$ cat src/rtl/acc_pkg.sv
// Shared types for the offload dispatcher: table entry, accelerator request,
// operand selectors and the RISC-V immediate generator.
package acc_pkg;

    localparam int unsigned NumRs        = 3;
    localparam int unsigned InstrWidth   = 32;
    localparam int unsigned AccDataWidth = 32;

    typedef enum logic [1:0] {
        OP_NONE = 2'd0,
        OP_RS   = 2'd1,
        OP_IMM  = 2'd2
    } op_sel_e;

    typedef enum logic [2:0] {
        IMM_I = 3'd0,
        IMM_S = 3'd1,
        IMM_B = 3'd2,
        IMM_U = 3'd3,
        IMM_J = 3'd4
    } imm_sel_e;

    typedef struct packed {
        logic [InstrWidth-1:0] instr_data;
        logic [InstrWidth-1:0] instr_mask;
        logic                  writeback;
        logic [NumRs-1:0]      use_rs;
        op_sel_e               op_a_mux;
        op_sel_e               op_b_mux;
        op_sel_e               op_c_mux;
        imm_sel_e              imm_a_mux;
        imm_sel_e              imm_b_mux;
        imm_sel_e              imm_c_mux;
    } offl_instr_t;

    typedef struct packed {
        logic [InstrWidth-1:0]   instr;
        logic [AccDataWidth-1:0] op_a;
        logic [AccDataWidth-1:0] op_b;
        logic [AccDataWidth-1:0] op_c;
    } acc_req_t;

    // Only instr[31:7] carries immediate bits; result is sign-extended to 32 bits.
    function automatic logic [31:0] imm_gen(input logic [31:7] instr, input imm_sel_e sel);
        logic [31:0] imm;
        imm = '0;
        case (sel)
            IMM_I:   imm = {{20{instr[31]}}, instr[31:20]};
            IMM_S:   imm = {{20{instr[31]}}, instr[31:25], instr[11:7]};
            IMM_B:   imm = {{19{instr[31]}}, instr[31], instr[7], instr[30:25], instr[11:8], 1'b0};
            IMM_U:   imm = {instr[31:12], 12'h000};
            IMM_J:   imm = {{11{instr[31]}}, instr[31], instr[19:12], instr[20], instr[30:21], 1'b0};
            default: imm = '0;
        endcase
        return imm;
    endfunction

endpackage

$ cat src/rtl/acc_operand_mux.sv
// One operand slot: selects the register value or a sign-extended immediate.
module acc_operand_mux
    import acc_pkg::*;
#(
    parameter int unsigned DataWidth = 32
) (
    input  logic [31:7]          instr,
    input  op_sel_e              op_sel,
    input  imm_sel_e             imm_sel,
    input  logic [DataWidth-1:0] rs,
    output logic [DataWidth-1:0] operand_c
);

    logic [31:0] imm;

    always_comb begin
        imm       = imm_gen(instr, imm_sel);
        operand_c = '0;
        case (op_sel)
            OP_RS:   operand_c = rs;
            OP_IMM:  operand_c = DataWidth'($signed(imm));
            default: operand_c = '0;
        endcase
    end

endmodule

$ cat src/rtl/acc_offload_dispatcher.sv
// Decodes core offload requests, builds operands, issues them to the accelerator
// and tracks outstanding writebacks. ACC_DISPATCH_PIPE_EN enables back-to-back issue.
module acc_offload_dispatcher
    import acc_pkg::*;
#(
    parameter int unsigned                NumInstr       = 4,
    parameter offl_instr_t [NumInstr-1:0] OfflInstr      = '0,
    parameter int unsigned                DataWidth      = 32,
    parameter int unsigned                MaxOutstanding = 4
) (
    input  logic                             clk_i,
    input  logic                             rst_i,
    input  logic                             core_req_valid_i,
    output logic                             core_req_ready_o,
    input  logic [InstrWidth-1:0]            core_instr_i,
    input  logic [NumRs-1:0][DataWidth-1:0]  core_rs_i,
    input  logic [NumRs-1:0]                 core_rs_valid_i,
    output logic                             core_rsp_accept_o,
    output logic                             core_rsp_wb_o,
    output logic [31:0]                      pending_rd_o,
    output logic                             acc_req_valid_o,
    input  logic                             acc_req_ready_i,
    output acc_req_t                         acc_req_o,
    input  logic                             acc_rsp_valid_i,
    output logic                             acc_rsp_ready_o,
    input  logic [4:0]                       acc_rsp_rd_i
);

    localparam int unsigned CntW = $clog2(MaxOutstanding + 1);

    typedef enum logic {ST_IDLE, ST_ISSUE} state_e;

    state_e         state_q, state_d;
    acc_req_t       req_q, req_d, new_req;
    logic [31:0]    pending_q, pending_d;
    logic [CntW-1:0] count_q, count_d;

    offl_instr_t    entry;
    logic           hit, wb, rs_ok, credit_ok, can_take, rsp_ok, take, take_wb;
    logic [4:0]     rd;
    logic [DataWidth-1:0] op_a, op_b, op_c;

    // Lowest-index matching table entry wins.
    always_comb begin
        hit   = 1'b0;
        entry = '0;
        for (int i = 0; i < int'(NumInstr); i++) begin
            if (!hit && ((core_instr_i & OfflInstr[i].instr_mask) == OfflInstr[i].instr_data)) begin
                hit   = 1'b1;
                entry = OfflInstr[i];
            end
        end
    end

    acc_operand_mux #(.DataWidth(DataWidth)) u_op_a (
        .instr(core_instr_i[31:7]), .op_sel(entry.op_a_mux), .imm_sel(entry.imm_a_mux),
        .rs(core_rs_i[0]), .operand_c(op_a)
    );
    acc_operand_mux #(.DataWidth(DataWidth)) u_op_b (
        .instr(core_instr_i[31:7]), .op_sel(entry.op_b_mux), .imm_sel(entry.imm_b_mux),
        .rs(core_rs_i[1]), .operand_c(op_b)
    );
    acc_operand_mux #(.DataWidth(DataWidth)) u_op_c (
        .instr(core_instr_i[31:7]), .op_sel(entry.op_c_mux), .imm_sel(entry.imm_c_mux),
        .rs(core_rs_i[2]), .operand_c(op_c)
    );

    // A legal response returning this cycle frees its credit for a same-cycle accept.
    always_comb begin
        rd        = core_instr_i[11:7];
        wb        = entry.writeback && (rd != 5'd0);
        rs_ok     = &(~entry.use_rs | core_rs_valid_i);
        rsp_ok    = acc_rsp_valid_i && pending_q[acc_rsp_rd_i] && (count_q != '0);
        credit_ok = (count_q < CntW'(MaxOutstanding)) || rsp_ok;
        can_take  = !rst_i && (!hit || (rs_ok && !pending_q[rd] && (!wb || credit_ok)));
        new_req   = '{instr: core_instr_i,
                      op_a:  AccDataWidth'(op_a),
                      op_b:  AccDataWidth'(op_b),
                      op_c:  AccDataWidth'(op_c)};
    end

    always_comb begin
        state_d          = state_q;
        req_d            = req_q;
        pending_d        = pending_q;
        count_d          = count_q;
        core_req_ready_o = 1'b0;
        take             = 1'b0;
        case (state_q)
            ST_IDLE: begin
                core_req_ready_o = can_take;
                if (core_req_valid_i && can_take && hit) begin
                    take    = 1'b1;
                    state_d = ST_ISSUE;
                end
            end
            ST_ISSUE: begin
                if (acc_req_ready_i) begin
                    state_d = ST_IDLE;
`ifdef ACC_DISPATCH_PIPE_EN
                    core_req_ready_o = can_take;
                    if (core_req_valid_i && can_take && hit) begin
                        take    = 1'b1;
                        state_d = ST_ISSUE;
                    end
`endif
                end
            end
            default: state_d = ST_IDLE;
        endcase

        take_wb = take && wb;
        if (take) begin
            req_d = new_req;
        end

        // Clear before set: WAW stall guarantees the two never target the same rd.
        if (rsp_ok) begin
            pending_d[acc_rsp_rd_i] = 1'b0;
        end
        if (take_wb) begin
            pending_d[rd] = 1'b1;
        end
        pending_d[0] = 1'b0;

        if (take_wb && !rsp_ok) begin
            if (count_q != CntW'(MaxOutstanding)) begin
                count_d = count_q + CntW'(1);
            end
        end else if (!take_wb && rsp_ok) begin
            count_d = count_q - CntW'(1);
        end

        core_rsp_accept_o = core_req_valid_i && core_req_ready_o && hit;
        core_rsp_wb_o     = core_rsp_accept_o && wb;
    end

    always_ff @(posedge clk_i) begin
        if (rst_i) begin
            state_q   <= ST_IDLE;
            req_q     <= '0;
            pending_q <= '0;
            count_q   <= '0;
        end else begin
            state_q   <= state_d;
            req_q     <= req_d;
            pending_q <= pending_d;
            count_q   <= count_d;
        end
    end

    assign acc_req_valid_o = (state_q == ST_ISSUE);
    assign acc_req_o       = req_q;
    assign pending_rd_o    = pending_q;
    assign acc_rsp_ready_o = 1'b1;

`ifndef SYNTHESIS
    rsp_expected_a: assert property (@(posedge clk_i) disable iff (rst_i)
        acc_rsp_valid_i |-> (pending_q[acc_rsp_rd_i] && (count_q != '0)));
`endif

endmodule

$ cat config.mk
export PLATFORM = sky130hd
export DESIGN_NAME = acc_offload_dispatcher
export DESIGN_NICKNAME = d
export VERILOG_FILES = /design/src/rtl/acc_pkg.sv /design/src/rtl/acc_operand_mux.sv /design/src/rtl/acc_offload_dispatcher.sv
export SDC_FILE = /design/constraint.sdc
export NUM_CORES = 1
export LEC_CHECK = 0
export ABC_AREA = 1
export BUFFER_PORTS_ARGS = -buffer_cell sky130_fd_sc_hd__clkbuf_2
export CORE_AREA = 3 3 116 118
export CTS_CLUSTER_DIAMETER = 50
export DETAILED_ROUTE_END_ITERATION = 16
export DIE_AREA = 0 0 119 121
export PLACE_DENSITY = 0.74
export SYNTH_ARGS = -nofsm -noshare
export SYNTH_HDL_FRONTEND = slang
export SYNTH_SLANG_ARGS = --single-unit
$ cat constraint.sdc
create_clock -name clk_i -period 2.7 [get_ports clk_i]
set_clock_uncertainty 0.1 [all_clocks]
set_input_delay 0.54 -clock clk_i [delete_from_list [all_inputs] [get_ports clk_i]]
set_output_delay 0.54 -clock clk_i [all_outputs]
set_load 0.02 [all_outputs]
* Word-level counts from Yosys, hierarchy flattened
Index checks and enable logic that the tools add are counted.
** Word-level totals
- Register bits :: 68
- Word-level logic and storage cells :: 32
** Operators by class
- $add $sub $neg :: 1
- $lt $le $gt $ge :: 3
- Muxes and demuxes :: 11
- Bitwise operators :: 3
- Reductions and logical operators :: 9
** Operator list (number)
- 32-bit bitwise AND :: 1
- 32-bit NOT :: 1
- 5-bit by 6-bit < comparator with 1-bit output (second input constant) :: 2
- 1-bit binary-select mux with 5-bit select :: 2
- 1-bit two-way mux :: 7
- 1-bit logical AND :: 6
- 1-bit demux with 5-bit select :: 1
- 5-bit by 1-bit greater-or-equal comparator with 1-bit output (second input constant) :: 1
- 3-bit nonzero test :: 1
- 3-bit by 1-bit subtractor with 3-bit output (second input constant) :: 1
- 1-bit logical NOT :: 2
- 1-bit case mux with 2 select lines :: 1
- 1-bit NOT :: 1

* Depth between registers and ports, before layout
- Depth in word-level cells :: 7
- Gate-level depth with buffers :: 13
- Mapped depth without buffers :: 11

* By module
A second synthesis with hierarchy kept.
** Second synthesis, totals
- Cell total of the unflattened synthesis :: 2051
- Area, all modules :: 12146.6 um2
** By module, submodules not included
- acc_offload_dispatcher :: times used 1, cells an instance 1454, area each 8697.1 um2, seq. area each 3263.1 um2
- acc_operand_mux :: times used 3, cells an instance 199, area each 1149.9 um2, seq. area each 0.0 um2

* Worst setup path before layout
OpenSTA, ideal clock, no wires.
- Path kind :: in2out
- From :: input core_instr_i[7]
- To :: output core_req_ready_o
- Arrival :: 1.770 ns
- Setup slack :: 0.290 ns
- Stages :: 11
- Path through :: inv_1 > buf_2 > nand2_1 > nand3_1 > nand3_1 > nand3_1 > nand3_1 > nand2_1 > buf_2 > nand2_1 > nor2_1
** Between the ends
- Cells in the longest elaborated chain, start to end :: 5
** Ends and longest elaborated chain
- start, declared :: RTL line acc_offload_dispatcher.sv:15 : input logic [InstrWidth-1:0] core_instr_i,
- 1-bit binary-select mux with 5-bit select :: RTL line acc_offload_dispatcher.sv:75 : can_take = !rst_i && (!hit || (rs_ok && !pending_q[rd] && (!wb || credit_ok)));
- 1-bit two-way mux (not written as such) :: RTL line acc_offload_dispatcher.sv:75
- 1-bit logical NOT :: RTL line acc_offload_dispatcher.sv:75
- 1-bit logical AND :: RTL line acc_offload_dispatcher.sv:75
- 1-bit two-way mux :: RTL line acc_offload_dispatcher.sv:89 : case (state_q)
- end, declared :: RTL line acc_offload_dispatcher.sv:14 : output logic core_req_ready_o,
No other way between the ends. The select of a mux whose other input is x is not followed.

* Final worst setup path
- From :: input core_instr_i[7]
- To :: output core_rsp_accept_o
** Between the ends
- Cells in the longest elaborated chain, start to end :: 6
** Ends and longest elaborated chain
- 1-bit binary-select mux with 5-bit select :: RTL line acc_offload_dispatcher.sv:75
- 1-bit two-way mux (not written as such) :: RTL line acc_offload_dispatcher.sv:75
- 1-bit logical NOT :: RTL line acc_offload_dispatcher.sv:75
- 1-bit logical AND :: RTL line acc_offload_dispatcher.sv:75
- 1-bit two-way mux :: RTL line acc_offload_dispatcher.sv:89
- 1-bit logical AND :: RTL line acc_offload_dispatcher.sv:134 : core_rsp_accept_o = core_req_valid_i && core_req_ready_o && hit;
- end, declared :: RTL line acc_offload_dispatcher.sv:18 : output logic core_rsp_accept_o,
No other way between the ends. The select of a mux whose other input is x is not followed.

==> impl_results.md <==
* Outcome: completed
* Pre-CTS setup slack at 0.105 ns
* Max Clock Freq at 0.403 GHz
* Starting Density at 0.361
* Mux contribution to synthesized area at 0
* Critical path origin: core_instr_i[7]
* Ports at 306
* Vias post-DR at 4195
* Power density over the cells at 526 nW/um2
* WP data required at 2.06 ns
* Reg-to-Reg Start: count_q[0]
* Global-route layer with the greatest usage: met2
* Core area at 12600 um2
* Worst Path Arrival at 1.84 ns
* Startpoint types: input port
* Gpl congestion at 0.889
* Chip height at 121 um
* Final wirelength at 11.8 mm
* Critical path cell sequence: clkbuf_2 > clkinvlp_2 > nand2_1 > nand3_1 > nand3_1 > nand3_1 > nand3_1 > nand2_1 > nand3_2 > inv_1 > clkbuf_2
* Global Route met2 Usage at 0.237
* Initial antenna violation count at 0
* Most numerous cell on the critical path: nand3_1
* Hold WS at 0.317 ns
* Crit path max-delay cell type: clkinvlp_2
* Mean Syn Cell Area at 6.23 um2
* Met1 Track Usage GR at 0.215
* H-tree depth at 3
* Number of global-route vias before repair at 3541
* Leading area contributor after synthesis: dfxtp_1
* Final min period at 2.48 ns
* Synth unique cells at 25
* CTS tree: built
* Post-synthesis sequential area ratio at 0.296
* Reg clk slew, reported paths at 0.05 ns
* Final worst-path setup slack at 0.217 ns
* Grt total ovfl at 0
* Port Buffer Count at 107
* Leak Pwr at 3.04 nW
* Die Span X at 119 um
* Root Driver: clkbuf_16
* Syn Inst Count at 728
* Growth of design area from synthesis to finish at 14.5%
* CP peak stage delay at 0.26 ns
* CTS buffer count at 9
* Synth top area share at 0.296
* Post-synth EDFFs at 0
* Final nets at 977
* Flops & latches, synth at 67
* Unrepaired setup endpoints after global routing: false
* VDD IR max at 0.225 mV
* Synth Area in Compound Gates at 0.0714
* First-pass GRT wire length at 18.0 mm
* Max cap viols at 0
* CTS sink cnt at 67
* Fin Setup TNS at 0 ns
* DRT iter0 DRCs at 293
* Row Count at 41
* Hpwl dp at 8.54 mm
* Most common cell in the netlist: nand2_1
* M3 GR Usage at 0.0457
* Post-Synth Adder-Cell Area at 0.00551
* Max Slew Vio Count at 0
* Overall power at 2.73 mW
* Post-Synth XOR/XNOR Area at 0
* Final hold vios at 0
* First-pass iteration count of the detailed router at 7
* Multi-input gate area at 2040 um2
* Largest family of logic cells by synthesized area: buffers and inverters
* Clock latency on the worst-skew pair at 0.33 ns
* DRC at 0
* Wire length per cell at 11.6 um
* Synth Flop Type: dfxtp_1
* Period utilization at 0.920
* Fillers at 1363
* Top post-synthesis cells by count: nand2_1 (157), inv_1 (154), buf_4 (101)
* Ys async rst share at 0
* Layout cells sized above 1 at 0.199
* Cell Area, Synth at 4540 um2
* Worst hold start: rst_i
* Global Route Usage Sum at 0.157
* DRT antenna net count at 0
* Hold WC Path Type: in -> reg
* Synth Warn # at 0
* Critical-path maximum fanout at 8
* Largest net degree at the start of global routing at 41
* ANT cells at 0
* Worst Setup Path Type: in -> out
* Final setup fails at 0
* DIE AREA at 14400 um2
* Simple-gate portion of the synthesized area at 0.291
* Top cells by area, synth: dfxtp_1 (30%), buf_4 (17%), nand2_1 (13%)
* DR vias/cell at 4.15
* Crit path capture type: output pin
* Clk buf depth at 2
* FF+latch area at 1340 um2
-- cell families (layout without fill, tap and decap cells) --
kind of cell,count (synthesis),in the layout
AO/OA/AOI/OAI,58,58
adder cells (fa/ha/maj),2,2
AND/OR/NAND/NOR,306,306
other,2,99
flip-flops,67,67
buffers and inverters,293,307
-- layer usage --
layer | wire, um | share of wire
met1 | 5240 | 0.45
met2 | 5340 | 0.45
met3 | 1070 | 0.091
met4 | 100 | 0.0085
met5 | 0 | 0
-- power breakdown --
| group | switching (mW) | internal, mW | total, mW |
|---|---|---|---|
| clock network | 0.439 | 0.735 | 1.17 |
| registers | 0.0167 | 1.02 | 1.04 |
| logic | 0.387 | 0.131 | 0.517 |
| total | 0.843 | 1.89 | 2.73 |
-- what timing repair did --
action                                  CTS  global route
resized for setup                         0             2
setup buffers                             0             1
hold buffers                              0             0
endpoints found under the setup margin    0             2
-- registers in the layout (all words and copies together), names as in the netlist --
| register | flops |
|---|---|
| acc_req_valid_o | 1 |
| pending_rd_o | 31 |
| acc_req_o | 32 |
| count_q | 3 |
-- final cells by class --
type	count	area share
clock buffer	11	0.0467
clock inverter	5	0.0101
tap	172	0.0414
inverter	165	0.120
timing repair buffer	125	0.130
multi-input combinational	465	0.393
sequential	67	0.258
timing repair inverter	1	0.000963
-- stage by stage --
step,cells,cell area (um2),util
after floorplan,825,4900,-
final,1011,5200,0.414
after CTS,1009,5180,0.412
after detailed placement,993,4880,0.388
after global placement,993,4880,0.388
after global routing,1011,5200,0.414
-- path summary, 6_finish.rpt --
path	to	slack, ns	cells after the start
min reg2reg	count_q[0]	0.38	2
max reg2reg	pending_rd_o[16]	0.73	7
max	core_rsp_accept_o	0.22	11
min	acc_req_valid_o	0.32	2
-- worst max-delay path, delay by kind of cell --
family	cells	cell delay, ns
buf+inv	4	0.65
simple gates	7	0.63
-- cell usage in the layout (no fill, tap or decap), types with 15 or more instances in the layout --
cell type and count:
nand4_1 32, o21ai_1 33, o21ai_0 15, clkbuf_2 107, nand2_1 157, buf_4 17, inv_1 153, nand3_1 29
nor2_1 70, conb_1 99, dfxtp_1 67
Note: power is estimated with default switching activity, not from simulation.
